`src/rtl/floating_divider.sv`:
```
// Sequential IEEE-754 single-precision divider (quotient = dividendA / divisorB).
// Restoring mantissa division at one quotient bit per cycle, truncating rounding.
module floating_divider #(
    parameter int          MANT_W = 24,
    parameter logic [31:0] QNAN   = 32'h7FC00000
) (
    input  logic        clk,
    input  logic        rst,
    input  logic        start,
    input  logic [31:0] dividendA,
    input  logic [31:0] divisorB,
    output logic [31:0] quotient,
    output logic        busy,
    output logic        done,
    output logic        div_by_zero,
    output logic        invalid,
    output logic        overflow,
    output logic        underflow
);

    typedef enum logic [1:0] {IDLE, SETUP, DIVIDE, PACK} state_t;

    state_t state, state_next;

    logic [31:0]       a_r, b_r;
    logic              sign_r;
    logic signed [9:0] exp_r;
    logic [24:0]       rem_r;
    logic [23:0]       mb_r;
    logic [22:0]       q_r;
    logic [4:0]        cnt_r;
    logic              special_r;
    logic [31:0]       spec_q_r;
    logic              spec_dz_r, spec_inv_r;

    logic [7:0]        ea, eb;
    logic              sgn;
    logic              zero_a, zero_b, inf_a, inf_b, nan_a, nan_b;
    logic [23:0]       ma, mb;
    logic signed [9:0] e_base;
    logic              spec_hit, spec_dz, spec_inv;
    logic [31:0]       spec_q;
    logic [24:0]       rem_diff;

    assign ea     = a_r[30:23];
    assign eb     = b_r[30:23];
    assign sgn    = a_r[31] ^ b_r[31];
    assign zero_a = (ea == 8'h00);
    assign zero_b = (eb == 8'h00);
    assign inf_a  = (ea == 8'hFF) && (a_r[22:0] == 23'd0);
    assign inf_b  = (eb == 8'hFF) && (b_r[22:0] == 23'd0);
    assign nan_a  = (ea == 8'hFF) && (a_r[22:0] != 23'd0);
    assign nan_b  = (eb == 8'hFF) && (b_r[22:0] != 23'd0);
    assign ma     = {1'b1, a_r[22:0]};
    assign mb     = {1'b1, b_r[22:0]};
    assign e_base = $signed({2'b00, ea}) - $signed({2'b00, eb}) + 10'sd127;
    assign rem_diff = rem_r - {1'b0, mb_r};

    // Special operands resolved in priority order; first match wins.
    always_comb begin
        spec_hit = 1'b1;
        spec_dz  = 1'b0;
        spec_inv = 1'b0;
        spec_q   = '0;
        if (nan_a || nan_b || (zero_a && zero_b) || (inf_a && inf_b)) begin
            spec_q   = QNAN;
            spec_inv = 1'b1;
        end else if (zero_b && !inf_a) begin
            spec_q  = {sgn, 8'hFF, 23'd0};
            spec_dz = 1'b1;
        end else if (inf_a) begin
            spec_q = {sgn, 8'hFF, 23'd0};
        end else if (inf_b || zero_a) begin
            spec_q = {sgn, 31'd0};
        end else begin
            spec_hit = 1'b0;
        end
    end

    always_ff @(posedge clk or posedge rst) begin
        if (rst) state <= IDLE;
        else     state <= state_next;
    end

    always_comb begin
        state_next = state;
        case (state)
            IDLE:    if (start) state_next = SETUP;
            SETUP:   state_next = spec_hit ? PACK : DIVIDE;
            DIVIDE:  if (cnt_r == 5'(MANT_W - 1)) state_next = PACK;
            PACK:    state_next = IDLE;
            default: state_next = IDLE;
        endcase
    end

    always_ff @(posedge clk or posedge rst) begin
        if (rst) begin
            a_r         <= '0;
            b_r         <= '0;
            sign_r      <= 1'b0;
            exp_r       <= '0;
            rem_r       <= '0;
            mb_r        <= '0;
            q_r         <= '0;
            cnt_r       <= '0;
            special_r   <= 1'b0;
            spec_q_r    <= '0;
            spec_dz_r   <= 1'b0;
            spec_inv_r  <= 1'b0;
            quotient    <= '0;
            busy        <= 1'b0;
            done        <= 1'b0;
            div_by_zero <= 1'b0;
            invalid     <= 1'b0;
            overflow    <= 1'b0;
            underflow   <= 1'b0;
        end else begin
            done <= 1'b0;
            // Busy covers the done cycle too, and stays up if a new op starts then.
            busy <= (state_next != IDLE) || (state == PACK);
            case (state)
                IDLE: begin
                    if (start) begin
                        a_r <= dividendA;
                        b_r <= divisorB;
                    end
                end
                SETUP: begin
                    sign_r     <= sgn;
                    special_r  <= spec_hit;
                    spec_q_r   <= spec_q;
                    spec_dz_r  <= spec_dz;
                    spec_inv_r <= spec_inv;
                    mb_r       <= mb;
                    cnt_r      <= '0;
                    q_r        <= '0;
                    if (ma < mb) begin
                        rem_r <= {ma, 1'b0};
                        exp_r <= e_base - 10'sd1;
                    end else begin
                        rem_r <= {1'b0, ma};
                        exp_r <= e_base;
                    end
                end
                DIVIDE: begin
                    // The guaranteed leading 1 shifts out of the 23-bit q_r on the last step.
                    if (rem_r >= {1'b0, mb_r}) begin
                        q_r   <= {q_r[21:0], 1'b1};
                        rem_r <= {rem_diff[23:0], 1'b0};
                    end else begin
                        q_r   <= {q_r[21:0], 1'b0};
                        rem_r <= {rem_r[23:0], 1'b0};
                    end
                    cnt_r <= cnt_r + 5'd1;
                end
                PACK: begin
                    done        <= 1'b1;
                    div_by_zero <= 1'b0;
                    invalid     <= 1'b0;
                    overflow    <= 1'b0;
                    underflow   <= 1'b0;
                    if (special_r) begin
                        quotient    <= spec_q_r;
                        div_by_zero <= spec_dz_r;
                        invalid     <= spec_inv_r;
                    end else if (exp_r > 10'sd254) begin
                        quotient <= {sign_r, 8'hFF, 23'd0};
                        overflow <= 1'b1;
                    end else if (exp_r < 10'sd1) begin
                        quotient  <= {sign_r, 31'd0};
                        underflow <= 1'b1;
                    end else begin
                        quotient <= {sign_r, exp_r[7:0], q_r};
                    end
                end
                default: ;
            endcase
        end
    end

endmodule

```
`config.mk`:
```
export PLATFORM = sky130hd
export DESIGN_NAME = floating_divider
export DESIGN_NICKNAME = d
export VERILOG_FILES = /design/src/rtl/floating_divider.sv
export SDC_FILE = /design/constraint.sdc
export NUM_CORES = 1
export LEC_CHECK = 0
export BUFFER_PORTS_ARGS = -buffer_cell sky130_fd_sc_hd__buf_4
export CAP_MARGIN = 20
export CORE_ASPECT_RATIO = 1.75
export CORE_MARGIN = 5
export CORE_UTILIZATION = 64
export DETAILED_ROUTE_END_ITERATION = 7
export HOLD_SLACK_MARGIN = 0.15
export PLACE_DENSITY_LB_ADDON = 0.3
export SLEW_MARGIN = 20
export SYNTH_ARGS = -nofsm -noshare
export SYNTH_HDL_FRONTEND = slang
export SYNTH_SLANG_ARGS = --single-unit
```
`constraint.sdc`:
```
create_clock -name clk -period 15.5 [get_ports clk]
set_input_delay 1.55 -clock clk [delete_from_list [all_inputs] [get_ports clk]]
set_output_delay 1.55 -clock clk [all_outputs]
set_load 0.01 [all_outputs]
```
* After elaboration in Yosys (flattened, before gate mapping)
Index checks and enable logic that the tools add are counted.
Storage, ports and cells: register bits after elaboration 227, latch bits 0, memory bits (writable) 0, memory bits (read-only) 0, output and inout port bits 38, word-level logic and storage cells 92, memories 0
Cells by class: $add $sub $neg 5, multiply operators 0, divide/modulo/power cells 0, $lt $le $gt $ge 4, equality and inequality tests 6, shift operators 0, multiplexer cells 33, bitwise gates (word level) 1, reductions and logical operators 23
Operator list (count):
- $mux 32 | 5
- $mux 31 | 2
- $mux 25 | 2
- $pmux 25 s2 | 1
- $logic_not 23->1 | 2
- $pmux 23 s2 | 1
- $reduce_bool 23->1 | 2
- $ge 25x24->1 | 1
- $lt 24x24->1 | 1
- $sub 24x24->24 | 1
- $mux 1 | 17
- $eq 8x8->1 const B | 2
- $logic_not 8->1 | 2
- $add 9x8->10 const B | 1
- $gt 10x9->1 const B | 1
- $lt 10x2->1 const B | 1
- $mux 10 | 1
- $pmux 5 s2 | 1
- $sub 10x2->10 const B | 1
- $sub 8x8->9 | 1
- $pmux 2 s4 | 1
- $logic_and 1x1->1 | 7
- $add 5x1->5 const B | 1
- $eq 5x5->1 const B | 1
- other kinds (9) | 16

* Longest topological paths before layout
depth in word-level cells 11, mapped depth 13

* Worst setup path before layout
Ideal clock, no wire load.
kind reg-to-reg, from reg a_r[23], to reg exp_r[7], library setup time 125 ps, arrival 2687 ps, path slack 12688 ps, stages on the path, launching flop included 13, clock period less this slack 2812 ps, cell sequence dfrtp_1 inv_1 ha_1 inv_1 fa_1 a211oi_1 nor2_1 xnor2_2 and4b_1 nor4b_2 nand4_1 xnor2_1 mux2_2
On the way: cells in the longest elaborated chain, start to end 4
Ends and longest elaborated chain:
- start, declared | line 25 | logic [31:0] a_r, b_r;
- start signal, assigned | line 124 | a_r <= dividendA;
- $sub 8x8->9 (*) | line 56 | assign e_base = $signed({2'b00, ea}) - $signed({2'b00, eb}) + 10'sd127;
- $add 9x8->10 (*) | line 56
- $sub 10x2->10 | line 139 | exp_r <= e_base - 10'sd1;
- $mux 10 (*) | line 137 | if (ma < mb) begin
- end signal, assigned | line 139
- end signal, assigned | line 142 | exp_r <= e_base;
- end, declared | line 27 | logic signed [9:0] exp_r;
Every way passes the cells marked *; elsewhere a longest branch is shown, timed or not. A chain may end at the register's enable or synchronous reset.

* Final worst setup path
from reg rem_r[18], to reg rem_r[1]
On the way: cells in the longest elaborated chain, start to end 3
Ends and longest elaborated chain:
- start, declared | line 28 | logic [24:0] rem_r;
- start signal, assigned | line 138 | rem_r <= {ma, 1'b0};
- start signal, assigned | line 141 | rem_r <= {1'b0, ma};
- start signal, assigned | line 149 | rem_r <= {rem_diff[23:0], 1'b0};
- $ge 25x24->1 | line 147 | if (rem_r >= {1'b0, mb_r}) begin
- $mux 25 | line 147
- $pmux 25 s2 | line 121 | case (state)
No other way between the ends.

==> metrics.cfg <==
[die]
die_w_um = 108
floorplan.initialDensity_pct = 65.3
core-area_um2 = 16400
rows = 62
ios = 105
die_area_um2 = 19600
die_y_um = 181

[clock_network]
cts_made_buffers = 17
cts_root_buf = clkbuf_16
clock-sinks = 197
clk_latency_ns = 0.43
cts_resized = 0
htreeDepth = 4
cts_tree = done
postCtsSetupRepairBufs = 0
cts.path.max_buffers = 2
clk_pin_slew_ns = 0.08
holdBufCountCts = 0

[sta]
skew_ns = 0.0145
relSlewSlack_pct = 32.5
fmax_mhz = 291
setup_violations = 0
final.setup.tns_ns = 0
hold_violations = 0
tightest_slew_ns = 1.01
final-max-slew-violation-count = 0
post-route-period-util_pct = 22.2
period_needed_ns = 3.44
rsz0062_at_grt = false

[worst_setup_path]
start_kind = flop
crit_fanout = 14
cp-end-kind = flop
crit_type = flop to flop
required_ns = 15.86
timing.reg2reg.setup_slack_ns = 12.06
crit_arrival_ns = 3.80

[final_layout]
fill_cells = 1151
register_area_um2 = 4930
syn_to_final_growth_pct = 14.5
layout_common_cells = dfrtp_1 (197), buf_4 (111), nand2_1 (80)
nNetsFinal = 1231
fin_area_um2 = 12300
drive_above_1_share_pct = 21.6
final_common_cell = dfrtp_1
multi_input_area_um2 = 5340
diodes = 0

[yosys]
ys.flop_type = dfrtp_1
syn_area_um2 = 10700
yosys-top-cells-area = dfrtp_1 (46%), mux2_2 (7.7%), ha_1 (7.2%)
synth.avg_cell_area_um2 = 10.6
yosysTopAreaCellShare_pct = 45.9
syn-instance-count = 1011
ys_types = 79
synth_fp_nets = 1142
synth_top_area_cell = dfrtp_1
async_flop_share_pct = 100
yosysWarnings = 0
synth_edf_count = 0
synth-seq-cells = 197
seq_area_frac_synth_pct = 45.9

[place]
gp_congestion = 0.916
hpwl_um = 17900
placed_area_um2 = 11700
port_buffers = 104

[routing]
wirelength_um = 24800
drcViolationCount = 0
dr.first_iter.drc_count = 588
postRouteAntennaNets = 0
via_count = 8269
drt_pass1_iterations = 5
vias_per_cell = 6.18
wl_per_cell_um = 18.6

[grt]
grt_max_degree = 140
grt_pass1_wl_um = 41400
grt_overflow = 0
grt_pass1_vias = 8330
antenna_found_initial = 0
track_usage_pct = 26.1

[worst_hold_path]
hp-class = flop to flop

[status]
status = finished clean

[run]
drv_cap = 0

[registers in the layout (all words and copies together), names as in the netlist, 5 cells and up]
name / flops
rem_r: 25
q_r: 23
quotient: 32
exp_r: 10
a_r: 32
cnt_r: 5
mb_r: 24
b_r: 32
[final cells by class]
type,instances,area share (%)
Sequential cell,197,40.1
Multi-Input combinational cell,694,43.4
Clock buffer,18,3.49
Inverter,79,2.47
Tap cell,224,2.28
Timing Repair Buffer,111,6.78
Clock inverter,14,1.42
[path summary, 6_finish.rpt]
path / depth (start not counted) / start / to
min in group asynchronous: 2 / rst / mb_r[21]$_DFFE_PP0P_
worst max-delay path: 8 / rem_r[18]$_DFFE_PP0P_ / rem_r[1]$_DFFE_PP0P_
max in group asynchronous: 3 / rst / rem_r[12]$_DFFE_PP0P_
worst min-delay path: 1 / invalid$_DFFE_PP0P_ / invalid$_DFFE_PP0P_
worst max register to register: 8 / rem_r[18]$_DFFE_PP0P_ / rem_r[1]$_DFFE_PP0P_
worst min register to register: 1 / invalid$_DFFE_PP0P_ / invalid$_DFFE_PP0P_
[critical path, stage by stage (launching register included)]
cell and delay [ns]:
dfrtp_1 0.42, ha_1 0.43, a211oi_1 0.26, nor2_1 0.12, o41ai_1 0.54, a21boi_2 0.35
a21o_1 0.45, and2_1 0.55, a221o_1 0.24
[routing by layer]
| metal | vias up | track usage (%) | share of wire, % |
|---|---|---|---|
| met5 | - | 0 | 0 |
| met4 | 0 | 10.6 | 3.8 |
| met3 | 64 | 3.61 | 4.5 |
| met2 | 278 | 43.8 | 51 |
| met1 | 4045 | 34.0 | 41 |
| li1 | 3882 | - | - |
[metrics by stage]
stage | utilization, % | worst slack, ns | cells | hold WS (ns)
2_1_floorplan | - | 8.58 | 1011 | 0.426
3_3_place_gp | 71.1 | 12.28 | 1305 | 0.465
3_5_place_dp | 71.1 | 12.20 | 1305 | 0.471
4_1_cts | 74.7 | 12.19 | 1337 | 0.488
5_1_grt | 74.7 | 11.89 | 1337 | 0.503
6_report | 74.7 | 12.06 | 1337 | 0.487
[synth_stat cells, types with 10 or more instances]
library cell	n
ha_1	62
inv_1	76
nor4_1	17
a21o_1	10
dfrtp_1	197
o21ai_0	42
nand4_1	15
clkbuf_1	28
a22o_1	43
a21oi_1	37
mux2_2	73
nand2_1	81
o31ai_1	22
xnor2_1	24
nor3_1	20
a221o_1	21
nor2_1	50
nand3_1	19
mux2i_1	27
[kinds of logic after synthesis]
| kind of cell | Yosys count | synth area share, % |
|---|---|---|
| AOI/OAI and AO/OA | 249 | 17.8 |
| and+or+nand+nor | 246 | 11.1 |
| DFF | 197 | 45.9 |
| buffers and inverters | 120 | 4.42 |
| muxes | 100 | 10.2 |
| adders and majority gates | 64 | 7.60 |
| xor gates and xnor gates | 35 | 3.00 |
Power is left out: the tool's default activity adds up to more than one toggle a clock period on the data nets, which glitch-free logic cannot reach.
